**src/rtl/mm_ctrl.sv**
```systemverilog
// Memory-stage load/store controller: one access at a time, registered SRAM handshake, load align/extend.
// Min latency start->mm_done is 3 cycles; holds the EX/MM register via mm_stall until the result is taken.
`ifndef ACCESS_SZ_BYTE
`define ACCESS_SZ_BYTE 3'b000
`endif
`ifndef ACCESS_SZ_HALF
`define ACCESS_SZ_HALF 3'b001
`endif
`ifndef ACCESS_SZ_WORD
`define ACCESS_SZ_WORD 3'b010
`endif

module mm_ctrl (
  input  logic        clk,
  input  logic        rst,
  input  logic        in_valid,
  input  logic        mm_re,
  input  logic        mm_we,
  input  logic [31:0] mm_addr,
  input  logic [31:0] mm_wdata,
  input  logic [2:0]  mm_access_sz,
  input  logic        mm_sign_ext,
  input  logic        ex_ale,
  input  logic        mm_cancel,
  input  logic        out_ready,
  output logic        data_sram_req,
  output logic        data_sram_wr,
  output logic [1:0]  data_sram_size,
  output logic [3:0]  data_sram_wstrb,
  output logic [31:0] data_sram_addr,
  output logic [31:0] data_sram_wdata,
  input  logic        data_sram_addr_ok,
  input  logic        data_sram_data_ok,
  input  logic [31:0] data_sram_rdata,
  output logic [31:0] mm_rdata,
  output logic        mm_done,
  output logic        mm_stall
);

  typedef enum logic [2:0] {
    S_IDLE,
    S_REQ,
    S_WAIT,
    S_DONE,
    S_DRAIN
  } state_t;

  state_t      state;
  state_t      state_nxt;
  logic        start;
  logic        cancel_pending;
  logic        sign_q;
  logic        capture;
  logic [1:0]  size_nxt;
  logic [3:0]  wstrb_nxt;
  logic [31:0] wdata_nxt;
  logic [31:0] load_sh;
  logic [31:0] load_val;

  assign start   = in_valid & (mm_re | mm_we) & ~ex_ale & ~mm_cancel;
  assign capture = (state == S_WAIT) & data_sram_data_ok & ~mm_cancel;

  // Bus-side formatting of the incoming request; unknown size codes behave as word.
  always_comb begin
    size_nxt  = 2'd2;
    wstrb_nxt = 4'b1111;
    wdata_nxt = mm_wdata;
    case (mm_access_sz)
      `ACCESS_SZ_BYTE: begin
        size_nxt  = 2'd0;
        wstrb_nxt = 4'b0001 << mm_addr[1:0];
        wdata_nxt = {4{mm_wdata[7:0]}};
      end
      `ACCESS_SZ_HALF: begin
        size_nxt  = 2'd1;
        wstrb_nxt = 4'b0011 << {mm_addr[1], 1'b0};
        wdata_nxt = {2{mm_wdata[15:0]}};
      end
      default: ;
    endcase
    if (!mm_we) begin
      wstrb_nxt = 4'b0000;
    end
  end

  // Load alignment uses the latched low address bits, not the live EX/MM inputs.
  assign load_sh = data_sram_rdata >> {data_sram_addr[1:0], 3'b000};

  always_comb begin
    case (data_sram_size)
      2'd0:    load_val = {{24{sign_q & load_sh[7]}}, load_sh[7:0]};
      2'd1:    load_val = {{16{sign_q & load_sh[15]}}, load_sh[15:0]};
      default: load_val = data_sram_rdata;
    endcase
  end

  always_ff @(posedge clk) begin
    if (rst) begin
      state <= S_IDLE;
    end else begin
      state <= state_nxt;
    end
  end

  always_comb begin
    state_nxt = state;
    mm_done   = 1'b0;
    mm_stall  = 1'b0;
    case (state)
      S_IDLE: begin
        mm_stall = start;
        if (start) state_nxt = S_REQ;
      end
      S_REQ: begin
        mm_stall = 1'b1;
        if (data_sram_addr_ok) begin
          state_nxt = (cancel_pending | mm_cancel) ? S_DRAIN : S_WAIT;
        end
      end
      S_WAIT: begin
        mm_stall = 1'b1;
        if (data_sram_data_ok) begin
          state_nxt = mm_cancel ? S_IDLE : S_DONE;
        end else if (mm_cancel) begin
          state_nxt = S_DRAIN;
        end
      end
      S_DONE: begin
        mm_done  = 1'b1;
        mm_stall = ~out_ready;
        if (out_ready | mm_cancel) state_nxt = S_IDLE;
      end
      S_DRAIN: begin
        mm_stall = 1'b1;
        if (data_sram_data_ok) state_nxt = S_IDLE;
      end
      default: state_nxt = S_IDLE;
    endcase
  end

  // Request fields are captured once at start so they stay frozen for the whole REQ phase.
  always_ff @(posedge clk) begin
    if (rst) begin
      data_sram_req   <= 1'b0;
      data_sram_wr    <= 1'b0;
      data_sram_size  <= 2'd0;
      data_sram_wstrb <= 4'd0;
      data_sram_addr  <= 32'd0;
      data_sram_wdata <= 32'd0;
      sign_q          <= 1'b0;
      cancel_pending  <= 1'b0;
      mm_rdata        <= 32'd0;
    end else begin
      data_sram_req <= (state_nxt == S_REQ);
      if ((state == S_IDLE) && start) begin
        data_sram_wr    <= mm_we;
        data_sram_size  <= size_nxt;
        data_sram_wstrb <= wstrb_nxt;
        data_sram_addr  <= mm_addr;
        data_sram_wdata <= wdata_nxt;
        sign_q          <= mm_sign_ext;
      end
      if (state == S_REQ) begin
        cancel_pending <= (state_nxt == S_REQ) & (cancel_pending | mm_cancel);
      end else begin
        cancel_pending <= 1'b0;
      end
      if (capture) begin
        mm_rdata <= data_sram_wr ? 32'd0 : load_val;
      end
    end
  end

endmodule
```
**config.mk**
```make
export PLATFORM = sky130hd
export DESIGN_NAME = mm_ctrl
export DESIGN_NICKNAME = d
export VERILOG_FILES = /design/src/rtl/mm_ctrl.sv
export SDC_FILE = /design/constraint.sdc
export NUM_CORES = 1
export LEC_CHECK = 0
export BUFFER_PORTS_ARGS = -buffer_cell sky130_fd_sc_hd__buf_2
export CAP_MARGIN = 5
export CELL_PAD_IN_SITES_DETAIL_PLACEMENT = 1
export CELL_PAD_IN_SITES_GLOBAL_PLACEMENT = 2
export CORE_MARGIN = 4
export CORE_UTILIZATION = 26
export DETAILED_ROUTE_END_ITERATION = 8
export PLACE_DENSITY_LB_ADDON = 0.1
export SETUP_SLACK_MARGIN = 0.2
export SLEW_MARGIN = 20
export SYNTH_ARGS = -nofsm -noshare
export SYNTH_HDL_FRONTEND = slang
export SYNTH_SLANG_ARGS = --single-unit
export TNS_END_PERCENT = 30
```
**constraint.sdc**
```tcl
create_clock -name clk -period 2.5 [get_ports clk]
set_input_delay 0.125 -clock clk [delete_from_list [all_inputs] [get_ports clk]]
set_output_delay 0.125 -clock clk [all_outputs]
set_load 0.005 [all_outputs]
```
* Yosys cells after proc, flatten, opt, wreduce, memory -nomap -nowiden
Index checks and enable logic that the tools add are counted.
** Storage, ports and cells
- Register bits after elaboration :: 109
- Bits in latches :: 0
- Bits in writable memories :: 0
- Bits in read-only memories :: 0
- Input port bits :: 110
- Output and inout bits :: 106
- Logic and storage cells :: 58
- Memories kept :: 0
** Operators by class
- $add $sub $neg :: 0
- Multiply operators :: 0
- Divide/modulo/power cells :: 0
- $lt $le $gt $ge :: 0
- Equality and inequality tests :: 7
- Shift operators :: 3
- Mux-type cells :: 17
- Bitwise logic cells :: 15
- Reduce and logical (&&, ||, !) cells :: 6
** Operators by type and width (number)
- 32-bit one-hot mux with 2 select lines :: 2
- 32-bit 2-to-1 mux :: 1
- 32-bit by 5-bit >> shifter with 16-bit output :: 1
- 3-bit 2-to-1 mux :: 7
- 3-bit one-hot mux with 5 select lines :: 1
- 3-bit by 1-bit equality test with 1-bit output, second input constant :: 3
- 1-bit bitwise AND :: 8
- 4-bit one-hot mux with 2 select lines :: 1
- 3-bit by 2-bit equality test with 1-bit output, second input constant :: 2
- 3-bit logical NOT :: 2
- 4-bit 2-to-1 mux :: 1
- 1-bit NOT :: 4
- 2-bit one-hot mux with 2 select lines :: 1
- 1-bit by 2-bit left shift with 4-bit output, first input constant :: 1
- 2-bit by 2-bit left shift with 4-bit output, first input constant :: 1
- 3-bit equality test, second input constant :: 1
- 1-bit bitwise OR :: 3
- 1-bit one-hot mux with 3 select lines :: 1
- 3-bit OR reduction :: 1
- 2-bit by 1-bit equality test with 1-bit output, second input constant :: 1
- 2-bit logical NOT :: 1
- 2-bit 2-to-1 mux :: 1
- 2-bit OR reduction :: 1
- 1-bit logical AND :: 1
- 1-bit 2-to-1 mux :: 1

* Logic depth before layout (Yosys ltp)
- Depth in word-level cells :: 8
- Mapped depth :: 7
- Gate-level depth less buffers :: 4

* Least setup slack after synthesis
No wires, ideal clock.
- Path type :: reg-to-reg
- Start :: register data_sram_addr[1]
- End :: register mm_rdata[2]
- Library setup time :: 0.122 ns
- Arrival :: 1.699 ns
- Data required time :: 2.378 ns
- Path slack :: 0.679 ns
- Stages on the path, launching flop included :: 7
- Buffers on the path :: 2
- Period minus slack after synthesis :: 1.821 ns
- Cells stage by stage :: dfxtp_1 -> clkbuf_1 -> buf_1 -> mux2i_1 -> o2bb2ai_1 -> and2_1 -> a221o_1
** On the way
- Word-level cells in the longest chain between the ends :: 3
** Ends and longest elaborated chain
- start, declared :: line 30 : output logic [31:0] data_sram_addr,
- start signal, assigned :: line 159 : data_sram_addr <= mm_addr;
- 32-bit by 5-bit >> shifter with 16-bit output :: line 87 : assign load_sh = data_sram_rdata >> {data_sram_addr[1:0], 3'b000};
- 32-bit one-hot mux with 2 select lines :: line 90 : case (data_sram_size)
- 32-bit 2-to-1 mux :: line 169 : mm_rdata <= data_sram_wr ? 32'd0 : load_val;
- end signal, assigned :: line 169
- end, declared :: line 35 : output logic [31:0] mm_rdata,
No other way between the ends.
A chain may end at the register's enable or synchronous reset.

* Worst setup path after layout
- Start :: register state[2]
- End :: register data_sram_addr[13]
** On the way
- Word-level cells in the longest chain between the ends :: 2
** Ends and longest elaborated chain
- start, declared :: line 48 : state_t state;
- start signal, assigned :: line 101 : state <= state_nxt;
- 3-bit logical NOT :: line 155 : if ((state == S_IDLE) && start) begin
- 1-bit logical AND :: line 155
No other way between the ends.

==> summary.txt <==
Mapped Avg Cell Area = 8.28 µm²
# Post-CTS Setup Buffers = 0
fin crit share = 87.0%
Ys Warns = 0
Area Growth Syn to Fin = 36.1%
peak supply drop = 0.295 mV
WP data arrival = 2380 ps
time the worst path needs with I/O delays and setup = 2170 ps
gr usage total = 17.3%
DRT iter0 DRCs = 259
MaxCap Viol Count = 0
measured slew at the worst slew-check pin = 666 ps
vias in the first global route = 5,326
register area share after synthesis = 44.5%
number of fill cells = 2,241
count of input and output buffers = 215
Via Count = 5,091
setup violators final = 0
Hold Path Depth = 3
Placed Area = 0.00618 mm²
largest net degree at the start of global routing = 90
Setup CP Type = reg -> reg
RD Place Congestion = 0.787
Initial Util = 26.8%
row count = 49
post-DP HPWL = 13,900 µm
vias per cell = 4.91
root buffer cell = clkbuf_16
post-route setup TNS = 0 ps
Comb pwr share = 11.9%
first-pass GRT wire length = 29,800 µm
# hold bufs at CTS = 21
Die H = 145 µm
switching pwr = 951 µW
required time of the worst setup path = 2710 ps
RSZ-0062 raised after global routing = no
die area = 0.0211 mm²
overflow left after global routing = 0
share of layout cells above drive strength 1 = 31.6%
CTS Buf Count = 9
wire length per cell = 18.1 µm
reg2reg start = state[2]
final core occ = 36.5%
slew margin rel. = 55.6%
IO Pins = 216
placed insts = 998
Tot Pwr = 3630 µW
Final ANT Viol Nets = 0
critical path launch point type = flip-flop
first-pass iteration count of the detailed router = 4
syn_nets = 702
Pint = 2670 µW
CP Max Fanout = 55
initial antenna violation count = 2
DRC = 0
CP endpoint kind = flip-flop
FF-to-FF path depth = 5
Synth Cell Area = 0.00490 mm²
clock slew at reported path FFs = 80 ps
fmax = 460 MHz
Clock Path Buffers = 2
H-tree levels = 3
Gate Count Post-Synth = 592
CTS tree = yes
Clock Sinks = 109
Skew-Pair Late Insertion Delay = 350 ps
Hold EP = data_sram_addr[11]
Finished Layout Cells = 1,037
final net count = 911
Final Hold Fails = 0
Final Max Tran Viols = 0
Multi-input gate area = 0.00250 mm²
clk_skew = 11.3 ps
number of synthesized register bits = 109
pwr dens = 543 mW/mm²
hold path start = mm_addr[11]
share of power burned in registers = 49.7%
Switching Fraction = 26.2%
Resize count post-CTS = 0
WL final = 18,800 µm
Lkg Pwr = 0.00282 µW
Seq. cell area = 0.00218 mm²
Die X = 145 µm
Clock power frac = 38.4%
outcome = finished clean
r2r endpoint = data_sram_addr[13]
R2R setup slack = 330 ps
Yosys cell types = 43
core area = 0.0183 mm²
Min-Delay Path Class = in -> reg
post-route cell area = 0.00668 mm²
==> flip-flops by register name, summed over array words and instances (netlist names) <==
register,cells
cancel_pending,1
data_sram_req,1
data_sram_wdata,32
state,3
sign_q,1
data_sram_wstrb,4
data_sram_addr,32
data_sram_wr,1
data_sram_size,2
mm_rdata,32
==> Yosys cell counts (all sizes together) <==
cell	count	area (µm²)
a2111oi	1	27.5
a211oi	9	67.6
a21oi	82	410
a221o	7	70.1
a22o	1	8.76
a311oi	9	78.8
and2	8	50.1
and3	1	6.26
and3b	1	8.76
and4	24	210
buf	16	78.8
clkbuf	36	135
dfxtp	109	2180
inv	3	11.3
mux2i	26	260
nand2	127	479
nand2b	1	6.26
nand3	6	30.0
nand3b	2	15.0
nand4b	1	8.76
nor2	29	109
nor2b	5	31.3
nor3	7	50.1
nor3b	2	15.0
nor4	2	27.5
nor4b	1	8.76
nor4bb	1	10.0
o211ai	17	128
o21ai	32	160
o2bb2ai	15	131
o31a	3	26.3
o31ai	3	22.5
or2	1	6.26
or3	2	17.5
or4	1	7.51
xnor2	1	8.76
==> layout make-up <==
class                           instances  area share (%)
Inverter                                3           0.169
Timing Repair Buffer                  250            21.1
Clock buffer                           10            3.58
Tap cell                              229            4.29
Multi-Input combinational cell        428            37.5
Antenna cell                            2          0.0750
Clock inverter                          6           0.675
Sequential cell                       109            32.7
==> through the flow <==
step | hold WS, ps | setup slack, ps
after detailed placement | 360 | 336
after CTS | 0.409 | 318
after global routing | 1.14 | 232
after floorplan | 261 | 679
after global placement | 355 | 382
final | 14.3 | 326
==> kinds of logic (layout without fill, tap and decap cells) <==
group	Yosys count	count (layout)	synth area share (%)
AND/OR/NAND/NOR	222	222	22.4
AO/OA/AOI/OAI	179	179	23.1
flip-flops	109	109	44.5
buffers and inverters	55	269	4.59
multiplexers	26	26	5.31
XOR/XNOR	1	1	0.179
other	0	2	0
==> worst max-delay path by stage <==
stage / start / slack (ps) / endpoint
global route: state[2] / 230 / data_sram_addr[15]
global placement: state[2] / 380 / data_sram_addr[1]
finish: state[2] / 330 / data_sram_addr[13]
CTS: state[2] / 320 / data_sram_addr[13]
floorplan: data_sram_addr[1] / 680 / mm_rdata[2]
detailed placement: state[2] / 340 / data_sram_addr[13]
==> layout by cell type, fill, tap and decap left out, types with 4 or more instances in the layout <==
| cell | Yosys | routed |
|---|---|---|
| buf_2 | 12 | 214 |
| nand2_1 | 126 | 126 |
| dfxtp_1 | 109 | 109 |
| a21oi_1 | 82 | 82 |
| o21ai_0 | 32 | 32 |
| nor2_1 | 29 | 28 |
| mux2i_1 | 26 | 26 |
| and4_1 | 24 | 24 |
| dlygate4sd3_1 | 0 | 21 |
| o211ai_1 | 17 | 17 |
| o2bb2ai_1 | 15 | 15 |
| buf_4 | 1 | 14 |
| a311oi_1 | 9 | 9 |
| a211oi_1 | 9 | 9 |
| clkbuf_16 | 0 | 9 |
| and2_1 | 7 | 7 |
| a221o_1 | 7 | 7 |
| nand3_1 | 6 | 6 |
| nor2b_1 | 5 | 5 |
| nor3_1 | 4 | 4 |
==> per-layer routing <==
layer	global-route usage (%)	routed length, µm	up-vias
met5	0	0	-
met4	4.65	263	0
met3	5.17	1200	21
met2	27.5	8760	141
met1	23.1	8590	2400
li1	-	-	2529
==> power by group through the flow <==
| stage | Clock, µW | Sequential (µW) | Combinational, µW |
|---|---|---|---|
| 2_1_floorplan | 0 | 1840 | 189 |
| 3_3_place_gp | 0 | 1840 | 402 |
| 3_5_place_dp | 0 | 1840 | 410 |
| 4_1_cts | 1460 | 1800 | 437 |
| 5_1_grt | 1520 | 1810 | 481 |
| 6_report | 1390 | 1800 | 432 |
==> critical path, stage by stage (launching register included) <==
cell	delay, ps
dfxtp_1	430
or3_4	470
or4_2	550
buf_4	330
nand2_1	150
a21oi_1	70
Note: power is estimated with default switching activity, not from simulation.
